<file path="config.mk">
export PLATFORM = sky130hd
export DESIGN_NAME = instr_decode_queue
export DESIGN_NICKNAME = d
export VERILOG_FILES = /design/src/rtl/instr_decode_queue.sv
export SDC_FILE = /design/constraint.sdc
export NUM_CORES = 1
export LEC_CHECK = 0
export CAP_MARGIN = 15
export CORE_MARGIN = 4
export CORE_UTILIZATION = 61
export CTS_CLUSTER_DIAMETER = 150
export DETAILED_ROUTE_END_ITERATION = 6
export GPL_TIMING_DRIVEN = 0
export PLACE_DENSITY = 0.86
export SYNTH_ARGS = -nofsm -noshare
export SYNTH_HDL_FRONTEND = slang
export SYNTH_SLANG_ARGS = --single-unit
</file>
<file path="constraint.sdc">
create_clock -name clock -period 11.7 [get_ports clock]
set_input_delay 2.34 -clock clock [delete_from_list [all_inputs] [get_ports clock]]
set_output_delay 2.34 -clock clock [all_outputs]
set_load 0.01 [all_outputs]
</file>
<file path="src/rtl/instr_decode_queue.sv">
// -----------------------------------------------------------------------------
// instr_decode_queue
//   RV32I decode stage. Fetched instructions enter a DEPTH-entry FIFO. The head
//   entry is decoded combinationally and captured into a registered micro-op
//   output, which is issued to the ROB/RS with a valid/ready handshake. Total
//   buffering is DEPTH+1: the FIFO plus the output register.
//
// Optional build macro:
//   DECODE_MULDIV_EN  - decode RV32M (OP with funct7==0000001) as outMulDiv=1.
//                       When undefined, outMulDiv is always 0 and that encoding
//                       is reported as illegal. The port list is the same in
//                       both builds.
//
// Ports:
//   clock, reset_n   rising-edge clock, asynchronous active-low reset
//   flush            synchronous clear of the FIFO and the output register
//   inValid/inReady  fetch handshake; inInstr/inPc carry the instruction
//   outValid/outReady issue handshake for the decoded op
//   outOpType..outMulDiv  decoded micro-op fields (registered)
//   count            FIFO occupancy 0..DEPTH (output register not included)
// -----------------------------------------------------------------------------
module instr_decode_queue #(
    parameter int DEPTH = 4,
    parameter int PTR_W = $clog2(DEPTH)
) (
    input  logic             clock,
    input  logic             reset_n,
    input  logic             flush,
    input  logic             inValid,
    output logic             inReady,
    input  logic [31:0]      inInstr,
    input  logic [31:0]      inPc,
    output logic             outValid,
    input  logic             outReady,
    output logic [6:0]       outOpType,
    output logic [2:0]       outSubType,
    output logic             outFlag,
    output logic [31:0]      outImm,
    output logic [31:0]      outPc,
    output logic [4:0]       outRs1,
    output logic [4:0]       outRs2,
    output logic [4:0]       outRd,
    output logic             outUseRs1,
    output logic             outUseRs2,
    output logic             outWritesRd,
    output logic             outIllegal,
    output logic             outMulDiv,
    output logic [PTR_W:0]   count
);

    localparam logic [6:0] OPC_LUI    = 7'b0110111;
    localparam logic [6:0] OPC_AUIPC  = 7'b0010111;
    localparam logic [6:0] OPC_JAL    = 7'b1101111;
    localparam logic [6:0] OPC_JALR   = 7'b1100111;
    localparam logic [6:0] OPC_BRANCH = 7'b1100011;
    localparam logic [6:0] OPC_LOAD   = 7'b0000011;
    localparam logic [6:0] OPC_STORE  = 7'b0100011;
    localparam logic [6:0] OPC_OPIMM  = 7'b0010011;
    localparam logic [6:0] OPC_OP     = 7'b0110011;
    localparam logic [6:0] OPC_FENCE  = 7'b0001111;

    localparam logic [PTR_W:0]   CNT_FULL = (PTR_W+1)'(DEPTH);
    localparam logic [PTR_W:0]   CNT_ONE  = (PTR_W+1)'(1);
    localparam logic [PTR_W-1:0] PTR_ONE  = PTR_W'(1);

    // FIFO storage: {pc, instr}
    logic [63:0]      mem_r [DEPTH];
    logic [PTR_W-1:0] wr_ptr_r;
    logic [PTR_W-1:0] rd_ptr_r;
    logic [PTR_W:0]   count_r;
    logic [PTR_W:0]   cnt_nxt_s;
    logic             in_ready_r;

    logic             push_s;
    logic             pop_s;
    logic [31:0]      head_instr_s;
    logic [31:0]      head_pc_s;

    // Decoder results for the FIFO head
    logic [2:0]       dec_sub_s;
    logic             dec_flag_s;
    logic [31:0]      dec_imm_s;
    logic [4:0]       dec_rs1_s;
    logic [4:0]       dec_rs2_s;
    logic [4:0]       dec_rd_s;
    logic             dec_use_rs1_s;
    logic             dec_use_rs2_s;
    logic             dec_use_rd_s;
    logic             dec_illegal_s;
    logic             dec_muldiv_s;

    // Registered micro-op
    logic             out_valid_r;
    logic [6:0]       out_op_r;
    logic [2:0]       out_sub_r;
    logic             out_flag_r;
    logic [31:0]      out_imm_r;
    logic [31:0]      out_pc_r;
    logic [4:0]       out_rs1_r;
    logic [4:0]       out_rs2_r;
    logic [4:0]       out_rd_r;
    logic             out_use_rs1_r;
    logic             out_use_rs2_r;
    logic             out_writes_rd_r;
    logic             out_illegal_r;
    logic             out_muldiv_r;

    // in_ready_r always equals (count_r < DEPTH); a pop never frees space for a same-cycle push.
    assign push_s       = inValid && in_ready_r;
    assign pop_s        = (!out_valid_r || outReady) && (count_r != {(PTR_W+1){1'b0}});
    assign head_instr_s = mem_r[rd_ptr_r][31:0];
    assign head_pc_s    = mem_r[rd_ptr_r][63:32];

    // Next FIFO occupancy from the push/pop pair
    always_comb begin
        cnt_nxt_s = count_r;
        case ({push_s, pop_s})
            2'b10:   cnt_nxt_s = count_r + CNT_ONE;
            2'b01:   cnt_nxt_s = count_r - CNT_ONE;
            default: cnt_nxt_s = count_r;
        endcase
    end

    // FIFO pointers, occupancy and registered ready; flush overrides everything
    always_ff @(posedge clock or negedge reset_n) begin
        if (!reset_n) begin
            wr_ptr_r   <= {PTR_W{1'b0}};
            rd_ptr_r   <= {PTR_W{1'b0}};
            count_r    <= {(PTR_W+1){1'b0}};
            in_ready_r <= 1'b1;
        end else if (flush) begin
            wr_ptr_r   <= {PTR_W{1'b0}};
            rd_ptr_r   <= {PTR_W{1'b0}};
            count_r    <= {(PTR_W+1){1'b0}};
            in_ready_r <= 1'b1;
        end else begin
            if (push_s) begin
                wr_ptr_r <= wr_ptr_r + PTR_ONE;
            end
            if (pop_s) begin
                rd_ptr_r <= rd_ptr_r + PTR_ONE;
            end
            count_r    <= cnt_nxt_s;
            in_ready_r <= (cnt_nxt_s < CNT_FULL);
        end
    end

    // FIFO data array; contents are don't-care while unoccupied, so no reset
    always_ff @(posedge clock) begin
        if (push_s && !flush) begin
            mem_r[wr_ptr_r] <= {inPc, inInstr};
        end
    end

    // RV32I field decode of the FIFO head
    always_comb begin
        dec_sub_s     = 3'b111;
        dec_flag_s    = 1'b0;
        dec_imm_s     = 32'h0000_0000;
        dec_rs1_s     = 5'd0;
        dec_rs2_s     = 5'd0;
        dec_rd_s      = 5'd0;
        dec_use_rs1_s = 1'b0;
        dec_use_rs2_s = 1'b0;
        dec_use_rd_s  = 1'b0;
        dec_illegal_s = 1'b0;
        dec_muldiv_s  = 1'b0;
        // Every legal opcode ends in 2'b11, so compressed/garbage words fall into default.
        case (head_instr_s[6:0])
            OPC_LUI: begin
                dec_rd_s     = head_instr_s[11:7];
                dec_use_rd_s = 1'b1;
                dec_imm_s    = {head_instr_s[31:12], 12'h000};
            end
            OPC_AUIPC: begin
                dec_rd_s     = head_instr_s[11:7];
                dec_use_rd_s = 1'b1;
                dec_imm_s    = {head_instr_s[31:12], 12'h000} + head_pc_s;
            end
            OPC_JAL: begin
                dec_rd_s     = head_instr_s[11:7];
                dec_use_rd_s = 1'b1;
                dec_imm_s    = {{11{head_instr_s[31]}}, head_instr_s[31], head_instr_s[19:12],
                                head_instr_s[20], head_instr_s[30:21], 1'b0};
            end
            OPC_JALR, OPC_LOAD: begin
                dec_rd_s      = head_instr_s[11:7];
                dec_rs1_s     = head_instr_s[19:15];
                dec_use_rd_s  = 1'b1;
                dec_use_rs1_s = 1'b1;
                dec_sub_s     = head_instr_s[14:12];
                dec_imm_s     = {{20{head_instr_s[31]}}, head_instr_s[31:20]};
            end
            OPC_BRANCH: begin
                dec_rs1_s     = head_instr_s[19:15];
                dec_rs2_s     = head_instr_s[24:20];
                dec_use_rs1_s = 1'b1;
                dec_use_rs2_s = 1'b1;
                dec_sub_s     = head_instr_s[14:12];
                dec_imm_s     = {{19{head_instr_s[31]}}, head_instr_s[31], head_instr_s[7],
                                 head_instr_s[30:25], head_instr_s[11:8], 1'b0};
            end
            OPC_STORE: begin
                dec_rs1_s     = head_instr_s[19:15];
                dec_rs2_s     = head_instr_s[24:20];
                dec_use_rs1_s = 1'b1;
                dec_use_rs2_s = 1'b1;
                dec_sub_s     = head_instr_s[14:12];
                dec_imm_s     = {{20{head_instr_s[31]}}, head_instr_s[31:25], head_instr_s[11:7]};
            end
            OPC_OPIMM: begin
                dec_rd_s      = head_instr_s[11:7];
                dec_rs1_s     = head_instr_s[19:15];
                dec_use_rd_s  = 1'b1;
                dec_use_rs1_s = 1'b1;
                dec_sub_s     = head_instr_s[14:12];
                // Shift-immediates carry shamt in [24:20] and the arith/logic select in bit 30.
                if ((head_instr_s[14:12] == 3'b001) || (head_instr_s[14:12] == 3'b101)) begin
                    dec_imm_s  = {27'h000_0000, head_instr_s[24:20]};
                    dec_flag_s = head_instr_s[30];
                end else begin
                    dec_imm_s  = {{20{head_instr_s[31]}}, head_instr_s[31:20]};
                    dec_flag_s = 1'b0;
                end
            end
            OPC_OP: begin
                if (head_instr_s[31:25] == 7'b0000001) begin
`ifdef DECODE_MULDIV_EN
                    dec_rd_s      = head_instr_s[11:7];
                    dec_rs1_s     = head_instr_s[19:15];
                    dec_rs2_s     = head_instr_s[24:20];
                    dec_use_rd_s  = 1'b1;
                    dec_use_rs1_s = 1'b1;
                    dec_use_rs2_s = 1'b1;
                    dec_sub_s     = head_instr_s[14:12];
                    dec_muldiv_s  = 1'b1;
`else
                    dec_illegal_s = 1'b1;
`endif
                end else begin
                    dec_rd_s      = head_instr_s[11:7];
                    dec_rs1_s     = head_instr_s[19:15];
                    dec_rs2_s     = head_instr_s[24:20];
                    dec_use_rd_s  = 1'b1;
                    dec_use_rs1_s = 1'b1;
                    dec_use_rs2_s = 1'b1;
                    dec_sub_s     = head_instr_s[14:12];
                    dec_flag_s    = head_instr_s[30];
                end
            end
            OPC_FENCE: begin
                dec_sub_s = head_instr_s[14:12];
                dec_imm_s = {24'h00_0000, head_instr_s[27:20]};
            end
            default: begin
                // Still issued so the ROB can raise the trap in order.
                dec_illegal_s = 1'b1;
            end
        endcase
    end

    // Output micro-op register: load on pop, drop valid after an unrefilled handshake, else hold
    always_ff @(posedge clock or negedge reset_n) begin
        if (!reset_n) begin
            out_valid_r     <= 1'b0;
            out_op_r        <= 7'd0;
            out_sub_r       <= 3'd0;
            out_flag_r      <= 1'b0;
            out_imm_r       <= 32'h0000_0000;
            out_pc_r        <= 32'h0000_0000;
            out_rs1_r       <= 5'd0;
            out_rs2_r       <= 5'd0;
            out_rd_r        <= 5'd0;
            out_use_rs1_r   <= 1'b0;
            out_use_rs2_r   <= 1'b0;
            out_writes_rd_r <= 1'b0;
            out_illegal_r   <= 1'b0;
            out_muldiv_r    <= 1'b0;
        end else if (flush) begin
            out_valid_r     <= 1'b0;
        end else if (pop_s) begin
            out_valid_r     <= 1'b1;
            out_op_r        <= head_instr_s[6:0];
            out_sub_r       <= dec_sub_s;
            out_flag_r      <= dec_flag_s;
            out_imm_r       <= dec_imm_s;
            out_pc_r        <= head_pc_s;
            out_rs1_r       <= dec_rs1_s;
            out_rs2_r       <= dec_rs2_s;
            out_rd_r        <= dec_rd_s;
            out_use_rs1_r   <= dec_use_rs1_s;
            out_use_rs2_r   <= dec_use_rs2_s;
            out_writes_rd_r <= dec_use_rd_s && (dec_rd_s != 5'd0);
            out_illegal_r   <= dec_illegal_s;
            out_muldiv_r    <= dec_muldiv_s;
        end else if (out_valid_r && outReady) begin
            out_valid_r     <= 1'b0;
        end else begin
            out_valid_r     <= out_valid_r;
        end
    end

    assign inReady     = in_ready_r;
    assign count       = count_r;
    assign outValid    = out_valid_r;
    assign outOpType   = out_op_r;
    assign outSubType  = out_sub_r;
    assign outFlag     = out_flag_r;
    assign outImm      = out_imm_r;
    assign outPc       = out_pc_r;
    assign outRs1      = out_rs1_r;
    assign outRs2      = out_rs2_r;
    assign outRd       = out_rd_r;
    assign outUseRs1   = out_use_rs1_r;
    assign outUseRs2   = out_use_rs2_r;
    assign outWritesRd = out_writes_rd_r;
    assign outIllegal  = out_illegal_r;
    assign outMulDiv   = out_muldiv_r;

endmodule

</file>
# Word-level counts from Yosys, hierarchy flattened
# Memory sizes are Yosys's and may differ from the RTL's.
# Cells that the tools add are included.
[word_totals]
ram_bits = 256
elab_cells = 92
n_memories = 1
reg_bits = 103
input_bits = 69
out_inout_bits = 100
[op_classes]
n_lt_le_gt_ge = 1
addsub = 5
bitwise_logic = 1
eq_ne = 15
reduce_logical = 21
mux = 31
[mem_list]
columns = ["memory", "words", "word_bits", "rd", "rd_clocked_by_memory_dff", "wr", "line_no", "text"]
rows = [
  ["mem_r", 4, 64, 1, 0, 1, "67", "logic [63:0] mem_r [DEPTH];"],
]
[op_table]
columns = ["operator", "n"]
rows = [
  ["$pmux 32 s8", 1],
  ["$add 32x32->32", 1],
  ["$mux 32", 1],
  ["$pmux 5 s2", 3],
  ["$eq 7x6->1 const B", 3],
  ["$eq 7x7->1 const B", 3],
  ["$mux 5", 3],
  ["$eq 7x5->1 const B", 2],
  ["$pmux 3 s2", 2],
  ["$reduce_or 6->1", 2],
  ["$mux 1", 10],
  ["$pmux 1 s2", 5],
  ["$reduce_or 9->1", 1],
  ["$mux 2", 4],
  ["$eq 7x1->1 const B", 1],
  ["$eq 7x2->1 const B", 1],
  ["$eq 7x4->1 const B", 1],
  ["$mux 3", 2],
  ["$reduce_bool 3->1", 2],
  ["$logic_and 1x1->1", 5],
  ["$reduce_bool 5->1", 1],
  ["$reduce_or 5->1", 1],
  ["$add 2x1->2 const B", 2],
  ["$reduce_bool 2->1", 2],
  ["12 further kinds", 15],
]

# Logic depth before layout (Yosys ltp)
[depth]
ltp_word = 7
depth_mapped = 17
mapped_depth_nobuf = 11

# Least setup slack after synthesis
# No wires, ideal clock.
[synth_path]
path_kind = "input to register"
start = "input flush"
end = "memory mem_r[0][0] (enable)"
path_slack_ps = 7048
required_ps = 11271
t_arrival_ps = 4223
setup_time_ps = 429
path_buffers = 1
path_stages = 3
path_cell_list = "clkbuf_1 -> nor2_1 -> and2_1"
[synth_via]
elab_chain_cells = 4
[synth_lines]
columns = ["item", "line_no", "text"]
rows = [
  ["start: declaration", "28", "input logic flush,"],
  ["$logic_not 1->1", "150", "if (push_s && !flush) begin"],
  ["$logic_and 1x1->1", "150", ""],
  ["$mux 1", "150", ""],
  ["$mux 1 (not written as such)", "151", "mem_r[wr_ptr_r] <= {inPc, inInstr};"],
  ["end: declaration", "67", ""],
]
# Every way passes these cells.

# Final worst setup path
[layout_path]
start = "register rd_ptr_r[1]"
end = "register out_imm_r[28], in the netlist outImm[28]"
[layout_via]
elab_cells_between_ends = 17
classes_between = "1 x add/sub; 11 x eq/ne; 2 x mux; 2 x reduce/logical; 1 x memory"
[layout_lines]
columns = ["item", "line_no", "text"]
rows = [
  ["start: declaration", "69", "logic [PTR_W-1:0] rd_ptr_r;"],
  ["start signal: assignment", "128", "rd_ptr_r <= {PTR_W{1'b0}};"],
  ["start signal: assignment", "133", "rd_ptr_r <= {PTR_W{1'b0}};"],
  ["start signal: assignment", "141", "rd_ptr_r <= rd_ptr_r + PTR_ONE;"],
  ["$mem_v2 4x64", "--", ""],
  ["named net head_pc_s[12]", "77", "logic [31:0] head_pc_s;"],
  ["$add 32x32->32", "178", "dec_imm_s = {head_instr_s[31:12], 12'h000} + head_pc_s;"],
  ["$pmux 32 s8", "169", "case (head_instr_s[6:0])"],
  ["end signal: assignment", "286", "out_imm_r <= dec_imm_s;"],
  ["end: declaration", "97", "logic [31:0] out_imm_r;"],
]
# The timed path passes the listed nets, and every way through them passes these cells.
# A chain may end at the register's enable or synchronous reset.

==> run metrics <==
Die Wd 165 µm; cts repair resizes 0; Tmin final 5120 ps; post-route setup TNS 0 ps; height of the die 165 µm; Site Rows 57; CP Capture Type flip-flop; static leakage 0.00670 µW; CP arrival 5540 ps; Cell Area, Placed 17300 µm²; Cell variety after synth 74; Syn-to-layout area delta 22.6%; number of global-route vias before repair 10000; DR DRC count 0; Yosys top cell area share 50.9%; post-synthesis compound-gate area fraction 7.31%; Pint 2980 µW; hold crit path type flip-flop to flip-flop; Pre-Repair DR Iteration Count 6; GRT Total Usage 29.6%; average routed wire per standard cell 25.1 µm; port bufs 167; Gate power share 36.3%; post-route insts no fill 1574; ys flop type edfxtp_1; unrepaired setup endpoints after global routing false; Hold Fails Final Rpt 0; setup ws final 6580 ps; design area 18500 µm²; post-synthesis xor/xnor area fraction 0.696%; synth warn 0; number of DRC markers after the initial detailed-route iteration 1049; Post-Synth Adder-Cell Area 2.34%; Worst-path clk slew 60 ps; area leader, netlist edfxtp_1; Final GP Congestion 0.894; share of post-route cells with drive strength above 1 13.0%; largest family of logic cells by synthesized area multiplexers; largest net degree at the start of global routing 64; Core Box Area 24300 µm²; PwrDens 246 nW/µm²; post-synth net total 1106; Layout Skew 17.2 ps; CP max FO 10; vias 9953; syn avg cell area 14.9 µm²; full die area 27300 µm²; Cell Area, Synth 15100 µm²; Ports 169; Sw Share 34.6%; clock sinks 359; Post-synth EDFFs 256; status finished clean; final wirelength 39500 µm; FFs w/ async S/R, synth 28.7%; simple-gate area share of the yosys netlist 9.24%; Skew-Pair Late Insertion Delay 530 ps; grt ovf 0; first-pass GRT wire length 59600 µm; number of synthesized register bits 359; Peak supply drop 0.000160 V; ant diodes 0; dpl ws 6740 ps; max_cap viols 0; relative slew slack 36.6%; Slew @ Worst Pin 951 ps; initial antenna violation count 0; Layout fillers 1383; initial cell density of the core 62.1%; register area share after synthesis 68.0%; Syn Inst Count 1010; fin nets 1317; top-count cell post-synth edfxtp_1; max-slew violations 0; mux contribution to synthesized area 10.0%; Flop pwr share 38.1%; CTS tree done; dominant cells by area after synthesis edfxtp_1 (51%), dfrtp_1 (17%), mux4_2 (8.7%); DR vias/cell 6.32; cts hold-fix bufs 0; Clk pwr share 25.5%; CTS Buf Count 37; Post-CTS Setup Bufs 0; Final Setup Violations 0; Setup CP Type flip-flop to flip-flop; Max Root-Sink Buffers 3; ANT nets after route 0; top cells by count, synth edfxtp_1 (256), nand2_1 (187), dfrtp_1 (102); Final Cycle Share 43.8%; startpoint class of the critical path flip-flop; switching power 1580 µW; worst path required time 12120 ps; root buffer cell clkbuf_16; fmax 195 MHz; overall power 4560 µW; htree depth 2; post-DP HPWL 27100 µm; placed cell count 1506
## registers in the layout (all words and copies together) (netlist names), 2 cells and up
name,cells
outOpType,7
count,3
outRs2,5
outPc,32
outImm,32
outRs1,5
rd_ptr_r,2
wr_ptr_r,2
outRd,5
outSubType,3
mem_r,256
## kinds of logic (layout without fill, tap and decap cells)
group                    count (synthesis)  count (layout)
other                                    1               1
XOR/XNOR                                12              12
adder cells (fa/ha/maj)                 27              27
AO/OA/AOI/OAI                          162             162
AND/OR/NAND/NOR                        316             316
multiplexers                            69              69
flip-flops                             359             359
buffers and inverters                   64             304
## worst max-delay path, cell delays in order (launching register included)
cell       delay (ps)
dfrtp_1           420
buf_6             200
buf_6             190
clkbuf_1          480
clkbuf_1          770
mux4_2            470
ha_1              270
inv_1              90
fa_1              220
nor2b_1            70
o31a_1            310
o21ai_0           370
nand4_1           270
a2111oi_0         450
nor3_1            130
o41ai_1           280
## path summary, 6_finish.rpt
kind	end	slack (ps)	cells past startpoint	start
min	outPc[17]	470	2	outPc[17]
max reg2reg	outImm[28]	6580	15	rd_ptr_r[1]
min reg2reg	outPc[17]	470	2	outPc[17]
min in group asynchronous	outPc[15]	1810	1	reset_n
max	outImm[28]	6580	15	rd_ptr_r[1]
max in group asynchronous	outOpType[2]	9170	2	reset_n
## cell type report
class | instances | area [µm²] | share of cell area [%]
clock buffer | 50 | 1050 | 5.65
clock inverter | 18 | 169 | 0.913
inverter | 15 | 56.3 | 0.304
multi-input combinational | 587 | 4490 | 24.2
sequential | 359 | 10300 | 55.5
tap | 324 | 405 | 2.19
buffer | 49 | 293 | 1.58
timing repair buffer | 172 | 1780 | 9.64
## metrics by stage
stage	hold slack, ps	util, %
final	475	76.1
after global routing	495	76.1
after CTS	482	76.1
after detailed placement	468	71.1
after global placement	459	70.6
after floorplan	514	-
## routing by layer
metal	part of all wire, %	track usage, %	routed length [µm]	up-vias
met1	38	41.5	15100	4961
li1	-	-	-	4267
met4	3.3	10.1	1300	0
met2	48	47.1	19000	622
met3	11	6.33	4150	103
met5	0	0	0	-
## cells in the final DEF, fill, tap and decap left out, types with 6 or more instances in the layout
cell	n
a211oi_1	7
a21o_1	7
a21oi_1	36
a221oi_1	15
a22o_1	6
a31oi_1	7
buf_2	7
buf_6	9
clkbuf_1	32
clkbuf_16	38
clkdlybuf4s50_1	166
clkinv_2	6
dfrtp_1	102
edfxtp_1	256
ha_1	25
inv_1	15
mux4_1	6
mux4_2	58
nand2_1	187
nand3_1	9
nand4_1	6
nor2_1	57
nor2b_1	6
nor3_1	8
o211ai_1	6
o21ai_0	38
xnor2_1	10
## power groups by stage
stage | Sequential [µW] | Clock, µW | Combinational [µW]
final | 1740 | 1160 | 1660
after global routing | 1750 | 1230 | 1800
after CTS | 1740 | 1170 | 1640
after detailed placement | 1760 | 0 | 1620
after global placement | 1760 | 0 | 1570
after floorplan | 1780 | 0 | 896
Note: power is estimated with default switching activity, not from simulation.
==> edit (same flow settings) <==
The option `DECODE_MULDIV_EN` is turned on by a define.
--- a/src/rtl/instr_decode_queue.sv
+++ b/src/rtl/instr_decode_queue.sv
@@ -20,4 +20,6 @@
 //   count            FIFO occupancy 0..DEPTH (output register not included)
 // -----------------------------------------------------------------------------
+`define DECODE_MULDIV_EN
+
 module instr_decode_queue #(
     parameter int DEPTH = 4,
Formal check against the unedited RTL: not equivalent (a bounded check fails within 4 cycles, from zero or initial values and one cycle with reset_n low).
==> edit against the original RTL <==
  * Core utilization up 0.85 points
  * Worst setup slack worse by 710 ps
  * Critical path depth unchanged
  * Sequential cell count up 1
  * Design area down 1.8%
  * Routed wire length down 4.0%
  * Synthesized area down 2.3%
  * Total power down 2.3%
  * Maximum frequency down 12%
  * First-iteration DRC count up 14%
  * Combinational power down 7%
  * Highest routed layer is now met5
==> edit: results (changes against the original RTL) <==
[global_route]
antenna_found_initial = 1  ; +1
grt_use_total = 0.290  ; -0.00658
grt_pass1_vias = 9672  ; -3.7%
grt_pass1_wl_mm = 57.5  ; -3.6%
met2_usage = 0.481  ; +0.00990
met1_usage = 0.391  ; -0.0245
grt_util_met3 = 0.0641  ; +0.000802
grt_max_degree = 59  ; -7.8%

[worst_hold_path]
min_to = outPc[5]
hp-start = outPc[5]

[detailed_routing]
dr_wl_met3_mm = 3.77  ; -9.1%
drt_iter0_drc = 1198  ; +14%
viasPerCell = 6.28  ; -0.66%
highest_layer = met5
wl_per_cell_um = 25.1  ; -0.10%
finalWirelength_mm = 37.9  ; -4.0%
drt-met1-wl_mm = 14.1  ; -6.9%
drtPass1Iterations = 6  ; unchanged
met2_length_mm = 18.8  ; -0.63%

[worst_setup_path]
slowest_delay_ps = 700  ; -70 ps
endpoint = outImm[30]
path_max_fanout = 10  ; unchanged
cp.arrival_ps = 6280  ; +740 ps

[sta]
fin_skew_ps = 18.3  ; +1.12 ps
whs_ps = 475  ; +0.317 ps
relSlewSlack = 0.287  ; -0.0787
post-route-period-util = 0.499  ; +0.0608

[placement]
dpl_worst_slack_ps = 6030  ; -715 ps
post_dp_cell_area_um2 = 16900  ; -2.0%
place_hpwl_mm = 25.9  ; -4.7%
gp_congestion = 0.929  ; +3.9%
port-buffer-count = 168  ; +0.60%
dp_cells = 1448  ; -3.9%

[synthesis]
synthArstFlopShare = 0.289  ; +0.00198
ys_top_cells_by_area = edfxtp_1 (52%), dfrtp_1 (17%), mux4_2 (9.8%)
synth_xor_area_frac = 0.0137  ; +0.00670
synthAdderAreaFrac = 0.0239  ; +0.000554
synthMuxAreaShare = 0.101  ; +0.00102
synth_compound_area_frac = 0.0671  ; -0.00608
ys_types = 60  ; -19%
synth_nets = 1052  ; -4.9%
syn_area_per_cell_um2 = 15.4  ; +3.2%
yosysSeqAreaShare = 0.698  ; +0.0178
netlist_top_cells_count = edfxtp_1 (256), nand2_1 (188), dfrtp_1 (103), mux4_2 (64), o21ai_0 (45)

[cts]
path_clk_slew_ps = 60  ; about the same
clock_latency_ps = 510  ; -20 ps
numCtsBuffers = 36  ; -2.7%

[pwr]
peakVddDrop_uv = 147  ; -7.8%
p_leak_uw = 0.00665  ; -0.88%
internal_power_uw = 2960  ; -0.71%

[finish]
design_area_um2 = 18200  ; -1.8%
final_nets = 1263  ; -4.1%
fillers = 1342  ; -3.0%
drive_gt1_frac = 0.135  ; +0.00535

[outcome]
status = finished clean

edit: logic make-up after synthesis:
kind of cell	count (synthesis)
buffers and inverters	53
XOR/XNOR	23
adder cells (fa/ha/maj)	27
flip-flops	360
AND/OR/NAND/NOR	272
multiplexers	69
AO/OA/AOI/OAI	152
edit: power by group through the flow:
stage	logic (uW)	clock network (uW)	registers [uW]
6_report	1550	1170	1730
5_1_grt	1670	1240	1750
4_1_cts	1540	1180	1730
3_5_place_dp	1510	0	1750
3_3_place_gp	1450	0	1750
2_1_floorplan	806	0	1780
edit: layout make-up:
class                   instances  area share
multi-input cells             543       0.233
clock inverters                15     0.00909
plain buffers                  44      0.0107
well taps                     319      0.0220
inverters                       9     0.00186
repair buffers                173      0.0983
flip-flops and latches        360       0.566
clock buffers                  49      0.0585
diodes                          1    0.000138
edit: critical path, delay by kind of cell, from the launching register on:
kind,cells,cell delay (ps)
flops,1,360
fa+ha+maj,2,730
compound gates,8,2180
mux,1,480
buf+inv,4,2030
